==> config.mk <==
export PLATFORM = sky130hd
export DESIGN_NAME = ysyx_24070016_ifu
export DESIGN_NICKNAME = d
export VERILOG_FILES = /design/src/rtl/ysyx_24070016_ifu.sv
export SDC_FILE = /design/constraint.sdc
export NUM_CORES = 1
export LEC_CHECK = 0
export CAP_MARGIN = 0
export CORE_ASPECT_RATIO = 0.75
export CORE_UTILIZATION = 58
export CTS_CLUSTER_DIAMETER = 80
export DETAILED_ROUTE_END_ITERATION = 8
export DONT_BUFFER_PORTS = 1
export PLACE_DENSITY = 0.76
export SLEW_MARGIN = 20
export SYNTH_ARGS = -nofsm -noshare
export SYNTH_HDL_FRONTEND = slang
export SYNTH_SLANG_ARGS = --single-unit
==> constraint.sdc <==
create_clock -name clk -period 2.92 [get_ports clk]
set_input_delay 0.292 -clock clk [delete_from_list [all_inputs] [get_ports clk]]
set_output_delay 0.292 -clock clk [all_outputs]
set_load 0.01 [all_outputs]
==> src/rtl/ysyx_24070016_ifu.sv <==
// Instruction fetch: one outstanding imem read, returned words queued with PC/fault toward decode.
// Request issued the cycle after IDLE; decode stalls stop issue once the buffer would overflow.
module ysyx_24070016_ifu #(
    parameter logic [31:0] RESET_PC = 32'h8000_0000,
    parameter int          DEPTH    = 2
) (
    input  logic        clk,
    input  logic        rst_n,
    output logic        imem_req_valid,
    input  logic        imem_req_ready,
    output logic [31:0] imem_req_addr,
    input  logic        imem_rsp_valid,
    input  logic [31:0] imem_rsp_data,
    input  logic        imem_rsp_err,
    output logic        inst_valid,
    input  logic        inst_ready,
    output logic [31:0] inst,
    output logic [31:0] inst_pc,
    output logic        inst_err,
    input  logic        redirect_valid,
    input  logic [31:0] redirect_pc,
    input  logic        halt
);
    localparam int            AW   = $clog2(DEPTH);
    localparam int            CW   = $clog2(DEPTH + 1);
    localparam logic [CW-1:0] FULL = CW'(DEPTH);

    typedef enum logic [2:0] {
        S_IDLE,
        S_REQ,
        S_WAIT,
        S_KILL_REQ,
        S_KILL_WAIT
    } state_t;

    state_t          r_state;
    logic [31:0]     r_fetch_pc;
    logic [31:0]     r_req_addr;
    logic            r_req_vld;
    logic            r_halted;
    logic [CW-1:0]   r_count;
    logic [AW-1:0]   r_wr_ptr;
    logic [AW-1:0]   r_rd_ptr;
    logic [31:0]     r_buf_dat [DEPTH];
    logic [31:0]     r_buf_pc  [DEPTH];
    logic            r_buf_err [DEPTH];

    logic            w_halted;
    logic            w_push;
    logic            w_pop;
    logic [CW-1:0]   w_count_nxt;
    logic [31:0]     w_pc_inc;

    // A halt seen this cycle already blocks the next issue decision.
    assign w_halted    = r_halted | halt;
    assign w_push      = (r_state == S_WAIT) && imem_rsp_valid && !redirect_valid;
    assign w_pop       = inst_valid && inst_ready;
    assign w_count_nxt = r_count + CW'(w_push) - CW'(w_pop);
    assign w_pc_inc    = r_fetch_pc + 32'd4;

    assign imem_req_valid = r_req_vld;
    assign imem_req_addr  = r_req_addr;
    assign inst_valid     = (r_count != '0);
    assign inst           = r_buf_dat[r_rd_ptr];
    assign inst_pc        = r_buf_pc[r_rd_ptr];
    assign inst_err       = r_buf_err[r_rd_ptr];

    always_ff @(posedge clk or negedge rst_n) begin
        if (!rst_n) begin
            r_state    <= S_IDLE;
            r_fetch_pc <= RESET_PC;
            r_req_addr <= RESET_PC;
            r_req_vld  <= 1'b0;
            r_halted   <= 1'b0;
            r_count    <= '0;
            r_wr_ptr   <= '0;
            r_rd_ptr   <= '0;
            for (int i = 0; i < DEPTH; i++) begin
                r_buf_dat[i] <= '0;
                r_buf_pc[i]  <= '0;
                r_buf_err[i] <= 1'b0;
            end
        end else begin
            if (halt) begin
                r_halted <= 1'b1;
            end
            if (w_push) begin
                r_buf_dat[r_wr_ptr] <= imem_rsp_data;
                r_buf_pc[r_wr_ptr]  <= r_req_addr;
                r_buf_err[r_wr_ptr] <= imem_rsp_err;
            end
            if (redirect_valid) begin
                r_count    <= '0;
                r_wr_ptr   <= '0;
                r_rd_ptr   <= '0;
                r_fetch_pc <= redirect_pc & 32'hFFFF_FFFC;
            end else begin
                r_count <= w_count_nxt;
                if (w_push) begin
                    r_wr_ptr   <= r_wr_ptr + AW'(1);
                    r_fetch_pc <= w_pc_inc;
                end
                if (w_pop) begin
                    r_rd_ptr <= r_rd_ptr + AW'(1);
                end
            end

            case (r_state)
                S_IDLE: begin
                    if (!redirect_valid && !w_halted && (r_count < FULL)) begin
                        r_state    <= S_REQ;
                        r_req_vld  <= 1'b1;
                        r_req_addr <= r_fetch_pc;
                    end
                end
                S_REQ: begin
                    if (imem_req_ready) begin
                        r_req_vld <= 1'b0;
                        r_state   <= redirect_valid ? S_KILL_WAIT : S_WAIT;
                    end else if (redirect_valid) begin
                        r_state <= S_KILL_REQ;
                    end
                end
                S_WAIT: begin
                    if (redirect_valid) begin
                        r_state <= imem_rsp_valid ? S_IDLE : S_KILL_WAIT;
                    end else if (imem_rsp_valid) begin
                        // Chain straight into the next fetch when the buffer has room.
                        if (!w_halted && (w_count_nxt < FULL)) begin
                            r_state    <= S_REQ;
                            r_req_vld  <= 1'b1;
                            r_req_addr <= w_pc_inc;
                        end else begin
                            r_state <= S_IDLE;
                        end
                    end
                end
                S_KILL_REQ: begin
                    if (imem_req_ready) begin
                        r_req_vld <= 1'b0;
                        r_state   <= S_KILL_WAIT;
                    end
                end
                S_KILL_WAIT: begin
                    if (imem_rsp_valid) begin
                        r_state <= S_IDLE;
                    end
                end
                default: begin
                    r_state   <= S_IDLE;
                    r_req_vld <= 1'b0;
                end
            endcase
        end
    end
endmodule

# Yosys cells after proc, flatten, opt, wreduce, memory -nomap -nowiden
# Index checks and enable logic that the tools add are counted.
dict set report word_totals {
  word_cells 104
  inputBits 72
  reg_bits 203
  output_inout_bits 99
}
dict set report op_classes {
  bitwise_logic 4
  addsub 5
  n_eq_ne 13
  magnitude_cmp 5
  mux 45
  reduce_logical 18
}
# cell count
set op_table {}
lappend op_table {{32-bit two-way mux} 13}
lappend op_table {{64-bit bitwise mux} 2}
lappend op_table {{32-bit one-hot mux with 2 select lines} 1}
lappend op_table {{32-bit by 3-bit adder with 32-bit output, second input constant} 1}
lappend op_table {{32-bit demux with 1-bit select} 1}
lappend op_table {{3-bit two-way mux} 9}
lappend op_table {{3-bit one-hot mux with 5 select lines} 1}
lappend op_table {{1-bit two-way mux} 14}
lappend op_table {{2-bit != test, second input constant} 5}
lappend op_table {{5-bit AND reduction} 2}
lappend op_table {{2-bit nonzero test} 4}
lappend op_table {{1-bit logical AND} 7}
lappend op_table {{3-bit by 2-bit equality test with 1-bit output, second input constant} 2}
lappend op_table {{3-bit != test, second input constant} 2}
lappend op_table {{6-bit AND reduction} 1}
lappend op_table {{2-bit greater-or-equal comparator, second input constant} 2}
lappend op_table {{2-bit less-than comparator, second input constant} 2}
lappend op_table {{2-bit by 1-bit != test with 1-bit output, second input constant} 2}
lappend op_table {{1-bit NOT with 2-bit output} 2}
lappend op_table {{1-bit one-hot mux with 4 select lines} 1}
lappend op_table {{3-bit by 1-bit equality test with 1-bit output, second input constant} 1}
lappend op_table {{3-bit equality test, second input constant} 1}
lappend op_table {{3-bit logical NOT} 1}
lappend op_table {{1-bit adder, second input constant} 2}
lappend op_table {{other kinds (10)} 11}

# Logic depth before layout (Yosys ltp)
# Gate-level depths: netlist (run 1).
dict set report logic_depth {
  ltp_word 11
  depth_mapped 14
  depth_no_buf 9
}

# Worst setup path before layout (run 1)
# No wires, ideal clock.
dict set report synth_path {
  path_type {reg2reg}
  start {register r_count[1]}
  end {register r_req_addr[10], in the netlist imem_req_addr[10]}
  setup_ns 0.125
  arrival_time_ns 2.721
  synth_period_minus_slack_ns 2.845
  n_path_buf 2
  stages_incl_launch_ff 12
  setup_slack_ns 0.075
  required_time_ns 2.795
  cell_sequence {dfrtp_1 or2_2 and2_1 ha_1 inv_1 ha_1 xnor2_1 a211o_1 and3_1 clkbuf_1 buf_2 mux2_2}
}
dict set report synth_between {
  elab_chain_cells 7
  word_cells_on_any_way 11
  classes_between {2 x add/sub; 2 x order compare; 2 x eq/ne; 5 x reduce/logical}
}
# element line
set synth_rtl {}
lappend synth_rtl {{from (decl)} 41} ;# logic [CW-1:0] r_count;
lappend synth_rtl {{from (signal assigned)} 98} ;# r_count <= w_count_nxt;
lappend synth_rtl {{2-bit nonzero test} 63} ;# assign inst_valid = (r_count != '0);
lappend synth_rtl {{via inst_valid} 15} ;# output logic inst_valid,
lappend synth_rtl {{1-bit logical AND} 57} ;# assign w_pop = inst_valid && inst_ready;
lappend synth_rtl {{2-bit by 1-bit subtractor with 2-bit output} 58} ;# assign w_count_nxt = r_count + CW'(w_push) - CW'(w_pop);
lappend synth_rtl {{2-bit less-than comparator} 129} ;# if (!w_halted && (w_count_nxt < FULL)) begin
lappend synth_rtl {{1-bit logical AND} 129}
lappend synth_rtl {{2-bit by 1-bit != test with 1-bit output (no line)} --}
lappend synth_rtl {{5-bit AND reduction (no line)} --}
lappend synth_rtl {{to (signal assigned)} 113} ;# r_req_addr <= r_fetch_pc;
lappend synth_rtl {{to (signal assigned)} 132} ;# r_req_addr <= w_pc_inc;
lappend synth_rtl {{to (decl)} 38} ;# logic [31:0] r_req_addr;
# The timed path passes the listed nets, and every way through them passes these cells.
# A chain may end at the register's enable or synchronous reset.

# Worst setup path in the final report (run 1)
dict set report layout_path {
  start {register r_count[1]}
  end {register r_req_addr[10], in the netlist imem_req_addr[10]}
}
dict set report layout_between {
  elab_chain_cells 7
  word_cells_on_any_way 11
  classes_between {2 x add/sub; 2 x order compare; 2 x eq/ne; 5 x reduce/logical}
}
# element
set layout_rtl {}
lappend layout_rtl {{branches (longest 6 deep; another with 2-bit by 1-bit adder with 2-bit output)}}
lappend layout_rtl {{5-bit AND reduction (no line) (*)}}
# Mark *: on every way between the ends.

==> run_results.csv, run 1 <==
group,metric,value,unit
cts,cts_buffers,17,
worst_setup_path,reg2regPathDepth,10,
global_route,grt_pass1_wl,36000,um
worst_setup_path,path_class,"flop to flop",
cts,cts_setup_buffers,0,
placed_design,placed_cell_area,9630,um^2
sta,worstMarginPinSlew,0.979,ns
pwr,total_power,7.43,mW
global_route,track_usage,27.9,%
sta,period_needed,2.78,ns
cts,ctsHoldBuffers,41,
run,max_cap_viol_count,0,
cts,cts_resized,0,
yosys,synthesis.area,9450,um^2
route,routed_wirelength,22300,um
pwr,power_frac_clock,32.1,%
cts,clkSinkCount,195,
yosys,synth.top_cell.area_share,51.1,%
placed_design,gp_congestion,0.874,
yosys,synth_top_cell_by_area,"dfrtp_1",
worst_setup_path,r2r-start,"r_count[1]",
global_route,grt.busiest_layer,"met2",
yosys,synth-seq-area-share,51.7,%
route,route.detailed.drc,0,
cts,clk_pin_slew,0.07,ns
route,viasPerCell,6.36,
yosys,synth-edff-count,0,
placed_design,place_ws,0.150,ns
sta,fin_skew,0.00693,ns
placed_design,dp_hpwl,14200,um
worst_setup_path,worstPathRequired,3.23,ns
worst_setup_path,path_buf_inv,2,
cts,cts_tree,"done",
worst_setup_path,start_kind,"flop",
worst_setup_path,critPathSlowestCell,"dfrtp_1",
pwr,power.density,693,nW/um^2
worst_setup_path,startpoint,"r_count[1]",
worst_setup_path,crit_fanout,31,
finish,fin_cells,1032,
sta,holdWs,-0.447,ns
sta,hold_violations,195,
global_route,globalRouteMet3Util,8.58,%
floorplanning,row_count,40,
worst_setup_path,worstReg2RegEnd,"imem_req_addr[10]",
route,initialDrtViolationCount,440,
finish,drive_above_1_share,32.0,%
worst_setup_path,r2r_setup_slack,0.14,ns
sta,rsz0062_at_grt,"false",
sta,setup_slack,0.142,ns
worst_setup_path,path_cells,"or2_2 -> and2_1 -> ha_1 -> inv_1 -> ha_1 -> xnor2_1 -> a211o_1 -> and3_1 -> buf_12 -> mux2_2",
route,drtAntennaViolNets,0,
cts,cts_buffer_depth,2,
yosys,synth-seq-cells,195,
route,drt_pass1_iterations,5,
pwr,p_int,5.26,mW
pwr,p_comb_share,21.6,%
global_route,met2_usage,42.9,%
finish,mostFrequentLayoutCells,"mux2_2 (200), dfrtp_1 (192), a31oi_1 (53)",
cts,ctsHtreeMaxLevel,4,
yosys,synthArstFlopShare,100,%
worst_setup_path,crit_family,"simple AND/OR/NAND/NOR gates",
cts,root_buffer,"clkbuf_16",
run_status,status,"finished with violations",
sta,slew_headroom,34.7,%
route,wl_per_cell,21.6,um
yosys,syn_inst,785,
pwr,pwr-share-seq,46.3,%
global_route,use_met1,36.6,%
placed_design,io_buffers,0,
pwr,switching_share,29.2,%
floorplanning,fp.coreArea,16000,um^2
worst_hold_path,min_path_type,"input pin to asynchronous set/reset pin",
sta,period_share,95.1,%
pwr,leakage,4.80,nW
cts,insertion_delay,0.43,ns
floorplanning,initial_utilization,59.2,%
route,vias,6566,
global_route,grt_max_degree,196,
pwr,power.switching,2.17,mW
yosys,syn_avg_cell_area,12.0,um^2
yosys,ys_top_cells_by_area,"dfrtp_1 (51%), mux2_2 (24%), a31oi_1 (3.5%), or4_1 (2.1%), clkbuf_1 (1.5%)",
finish,final_common_cell,"mux2_2",
run_status,violations,"hold timing",
sta,setup_viol,0,
worst_setup_path,end_kind,"flop",
finish,fin_util,67.1,%
sta,fmax,360,MHz
worst_setup_path,arrival,3.09,ns
yosys,yosysWarnings,0,
floorplanning,fp.dieH,113,um
floorplanning,dieArea,16800,um^2
sta,final.setup.tns,0,ns
finish,design_area,10700,um^2
sta,slew_viol_final,0,
worst_setup_path,cp_common_cell,"ha_1",
yosys,yosys_most_used_dff,"dfrtp_1",
global_route,antenna_found_initial,0,
finish,syn_to_final_growth,13.5,%
floorplanning,pin_count,171,
placed_design,dp_cells,952,
global_route,grt_pass1_vias,6790,
worst_setup_path,slowest_delay,0.39,ns
yosys,synth_cell_types,54,
finish,diodes,0,
global_route,gr-total-overflow,0,
finish,nets,884,
pwr,max-vdd-ir-drop,0.391,mV
floorplanning,die_w,149,um
cell usage after synthesis (all sizes together), types with 3 or more instances:
cell      n
or4      28
nand3    24
o31ai    19
o21ai    26
inv       7
dfrtp   193
xor2      8
a31oi    53
nor3      6
nor2b     3
buf      25
mux2    200
and3      4
and2      4
nor2     25
o211ai    5
or3      15
and4      4
nand4    14
ha        3
nand2    35
clkbuf   40
or2       3
xnor2    15
layout make-up:
cell class	count	area, um^2
Clock buffer	20	467
Clock inverter	12	143
Fill cell	1128	5250
Inverter	7	26.3
Multi-Input combinational cell	521	4280
Sequential cell	195	4880
Tap cell	210	263
Timing Repair Buffer	67	661
power groups by stage:
| stage | logic [mW] | clock network [mW] | registers, mW |
|---|---|---|---|
| 6_report | 1.60 | 2.38 | 3.44 |
| 5_1_grt | 1.73 | 2.54 | 3.50 |
| 4_1_cts | 1.60 | 2.43 | 3.43 |
| 3_5_place_dp | 1.54 | 0 | 3.48 |
| 3_3_place_gp | 1.50 | 0 | 3.44 |
| 2_1_floorplan | 1.30 | 0 | 3.34 |
routing by layer:
metal | vias up | wire, um
li1 | 2959 | -
met1 | 3270 | 9430
met2 | 273 | 10400
met3 | 64 | 1710
met4 | 0 | 714
met5 | - | 0
worst max-delay path by stage:
| stage | to | slack, ns | cells past startpoint |
|---|---|---|---|
| 2_1_floorplan | imem_req_addr[10] | 0.07 | 11 |
| 3_3_place_gp | imem_req_addr[4] | 0.30 | 10 |
| 3_5_place_dp | imem_req_addr[12] | 0.15 | 10 |
| 4_1_cts | imem_req_addr[12] | 0.12 | 10 |
| 5_1_grt | imem_req_addr[10] | 0.02 | 10 |
| 6_report | imem_req_addr[10] | 0.14 | 10 |
worst reg2reg max path: cells and delay by family, from the launching register on:
kind,cells,cell delay (ns)
compound gates,1,0.22
simple gates,3,0.73
flops,1,0.39
xor+xnor,1,0.28
mux,1,0.37
buf+inv,2,0.25
fa+ha+maj,2,0.44
registers in the layout, summed over array words and instances (netlist names):
name,flops
r_state,3
r_buf_pc,60
r_halted,1
r_fetch_pc,30
r_buf_err,2
imem_req_addr,30
r_wr_ptr,1
imem_req_valid,1
r_rd_ptr,1
r_count,2
r_buf_dat,64
cells by family (layout without fill, tap and decap cells):
group / Yosys count / count (layout) / share of synthesized area, %
multiplexers: 201 / 201 / 23.9
flip-flops: 195 / 195 / 51.7
AND/OR/NAND/NOR: 177 / 177 / 10.8
AO/OA/AOI/OAI: 113 / 113 / 7.64
buffers and inverters: 72 / 106 / 3.38
XOR/XNOR: 23 / 23 / 2.13
adder cells (fa/ha/maj): 3 / 3 / 0.397
other: 1 / 4 / 0.0397
Power figures use the tool's default switching activity.
==> run 2: changes to the inputs <==
--- a/config.mk
+++ b/config.mk
@@ -7,11 +7,12 @@
 export LEC_CHECK = 0
 export CAP_MARGIN = 0
 export CORE_ASPECT_RATIO = 0.75
-export CORE_UTILIZATION = 58
+export CORE_UTILIZATION = 35
 export CTS_CLUSTER_DIAMETER = 80
 export DETAILED_ROUTE_END_ITERATION = 8
 export DONT_BUFFER_PORTS = 1
-export PLACE_DENSITY = 0.76
+export PLACE_DENSITY = 0.58
+export REMOVE_ABC_BUFFERS = 1
 export SLEW_MARGIN = 20
 export SYNTH_ARGS = -nofsm -noshare
 export SYNTH_HDL_FRONTEND = slang
==> run 2 against run 1 <==
Net effect:
- the run still ends with hold timing left
- utilization decreased by 25 points
- clock skew grew 0.0099 ns
- total power down 0.12%
- hold slack got worse by 0.0071 ns
- flip-flop and latch count unchanged
- via count down 1.6%
- clock-buffer cell count unchanged
- combinational power about the same
- clock power about the same
- register-to-register slack improved by 0.03 ns
- design area grew 3.3%
- critical path type unchanged
- largest power group unchanged
==> run_results.csv, run 2 (synthesis results as in run 1) <==
group,metric,value,unit
run_status,violations,"hold timing",
cts,cts_tree,"done",
placed_design,io_buffers,0,
floorplanning,fp.dieH,144,um
worst_setup_path,arrival,3.07,ns
route,vias,6458,
pwr,leakage,4.89,nW
floorplanning,initial_utilization,36.0,%
sta,setup_viol,0,
pwr,power.switching,2.20,mW
worst_setup_path,worstReg2RegEnd,"imem_req_addr[12]",
placed_design,gp_congestion,0.777,
pwr,power_frac_clock,32.0,%
route,route.detailed.drc,0,
sta,fin_skew,0.0169,ns
cts,root_buffer,"clkbuf_16",
worst_setup_path,reg2regPathDepth,10,
sta,fmax,364,MHz
worst_hold_path,min_path_type,"input pin to asynchronous set/reset pin",
sta,slew_viol_final,0,
worst_setup_path,end_kind,"flop",
pwr,p_comb_share,21.4,%
worst_setup_path,crit_fanout,31,
finish,largest-register,"r_buf_dat",
worst_setup_path,worstPathRequired,3.24,ns
worst_setup_path,path_class,"flop to flop",
cts,ctsHtreeMaxLevel,4,
route,drt_pass1_iterations,4,
sta,final.setup.tns,0,ns
run_status,status,"finished with violations",
finish,final_common_cell,"mux2_2",
floorplanning,fp.coreArea,26200,um^2
cts,clk_pin_slew,0.08,ns
cts,cts_buffers,17,
cts,cts_setup_buffers,0,
worst_setup_path,r2r-start,"r_count[1]",
route,drtAntennaViolNets,0,
cts,clkSinkCount,195,
cts,cts_buffer_depth,2,
worst_setup_path,r2r_setup_slack,0.17,ns
finish,mostFrequentLayoutCells,"mux2_2 (200), dfrtp_1 (192), dlygate4sd3_1 (60)",
pwr,power.density,670,nW/um^2
finish,largest_register_ff_count,64,
pwr,switching_share,29.6,%
cts,ctsHoldBuffers,61,
cts,insertion_delay,0.45,ns
pwr,pwr-share-seq,46.6,%
floorplanning,row_count,51,
floorplanning,dieArea,27700,um^2
floorplanning,die_w,192,um
finish,syn_to_final_growth,17.2,%
finish,drive_above_1_share,32.0,%
cts,cts_resized,0,
sta,hold_violations,195,
sta,period_share,94.1,%
worst_setup_path,start_kind,"flop",
global_route,grt_pass1_wl,36800,um
floorplanning,pin_count,171,
pwr,max-vdd-ir-drop,0.520,mV
pwr,p_int,5.22,mW
placed_design,dp_hpwl,15000,um
pwr,total_power,7.42,mW
route,routed_wirelength,23600,um
sta,rsz0062_at_grt,"false",
route,initialDrtViolationCount,370,
route,viasPerCell,5.44,
sta,holdWs,-0.454,ns
route,wl_per_cell,19.8,um
global_route,grt_pass1_vias,6379,
global_route,gr-total-overflow,0,
run,max_cap_viol_count,0,
finish,nets,905,
global_route,grt_max_degree,196,
sta,period_needed,2.75,ns
finish,largest_registers,"r_buf_dat x64, r_buf_pc x60",
global_route,antenna_found_initial,1,
global_route,track_usage,17.5,%
-- run 2: changes by cell type in the layout (fill, tap and decap cells not counted), sizes merged --
| cell | change |
|---|---|
| diode | +1 |
| clkinv | +3 |
| inv | -3 |
| buf | +9 |
| dlygate4sd3 | +12 |
-- run 2: area by class of cell --
type	count	area, um^2
fillers	2486	15200
flip-flops and latches	195	4890
multi-input cells	521	4280
repair buffers	88	873
clock buffers	20	447
well taps	344	430
clock inverters	12	133
inverters	7	26.3
diodes	1	2.50
-- run 2: routing by layer --
layer	vias up	share of wire (%)	global-route usage (%)
met5	-	0	0
met4	0	0.98	4.68
met3	14	7.8	5.02
met2	191	44	26.1
met1	3242	47	24.6
li1	3011	-	-
-- run 2: how the worst max path moves through the flow --
stage,start,end,slack (ns),depth (start not counted)
floorplan,r_state[2],r_buf_dat[32],-1.34,4
global route,r_count[1],imem_req_addr[7],0.03,10
global placement,r_count[1],imem_req_addr[12],0.28,10
CTS,r_count[1],imem_req_addr[9],0.19,10
detailed placement,r_count[1],imem_req_addr[9],0.21,10
finish,r_count[1],imem_req_addr[12],0.17,10
-- run 2: per-stage QoR --
step / instance area, um^2 / util (%) / hold WS [ns] / instances / worst slack, ns
2_1_floorplan: 9170 / - / -0.00359 / 723 / -1.34
4_1_cts: 11100 / 42.2 / -0.487 / 1187 / 0.187
3_3_place_gp: 9870 / 37.6 / 0.000107 / 1094 / 0.277
5_1_grt: 11100 / 42.2 / -0.483 / 1188 / 0.0340
6_report: 11100 / 42.2 / -0.454 / 1188 / 0.173
3_5_place_dp: 9870 / 37.6 / 0.000174 / 1094 / 0.214
-- run 2: power groups by stage --
stage                     clock network (mW)  logic [mW]  registers [mW]
final                                   2.37        1.59            3.46
after global routing                    2.56        1.73            3.52
after CTS                               2.46        1.61            3.46
after detailed placement                   0        1.52            3.51
after global placement                     0        1.50            3.49
after floorplan                            0        1.16            3.44
-- run 2: critical path, stage by stage, from the launching register on --
cell and delay (ns):
dfrtp_1 0.38, or2_2 0.30, and2_1 0.19, ha_1 0.28
inv_1 0.05, ha_1 0.19, xnor2_1 0.25, a211o_1 0.19
and3_1 0.21, buf_12 0.22, mux2_2 0.35
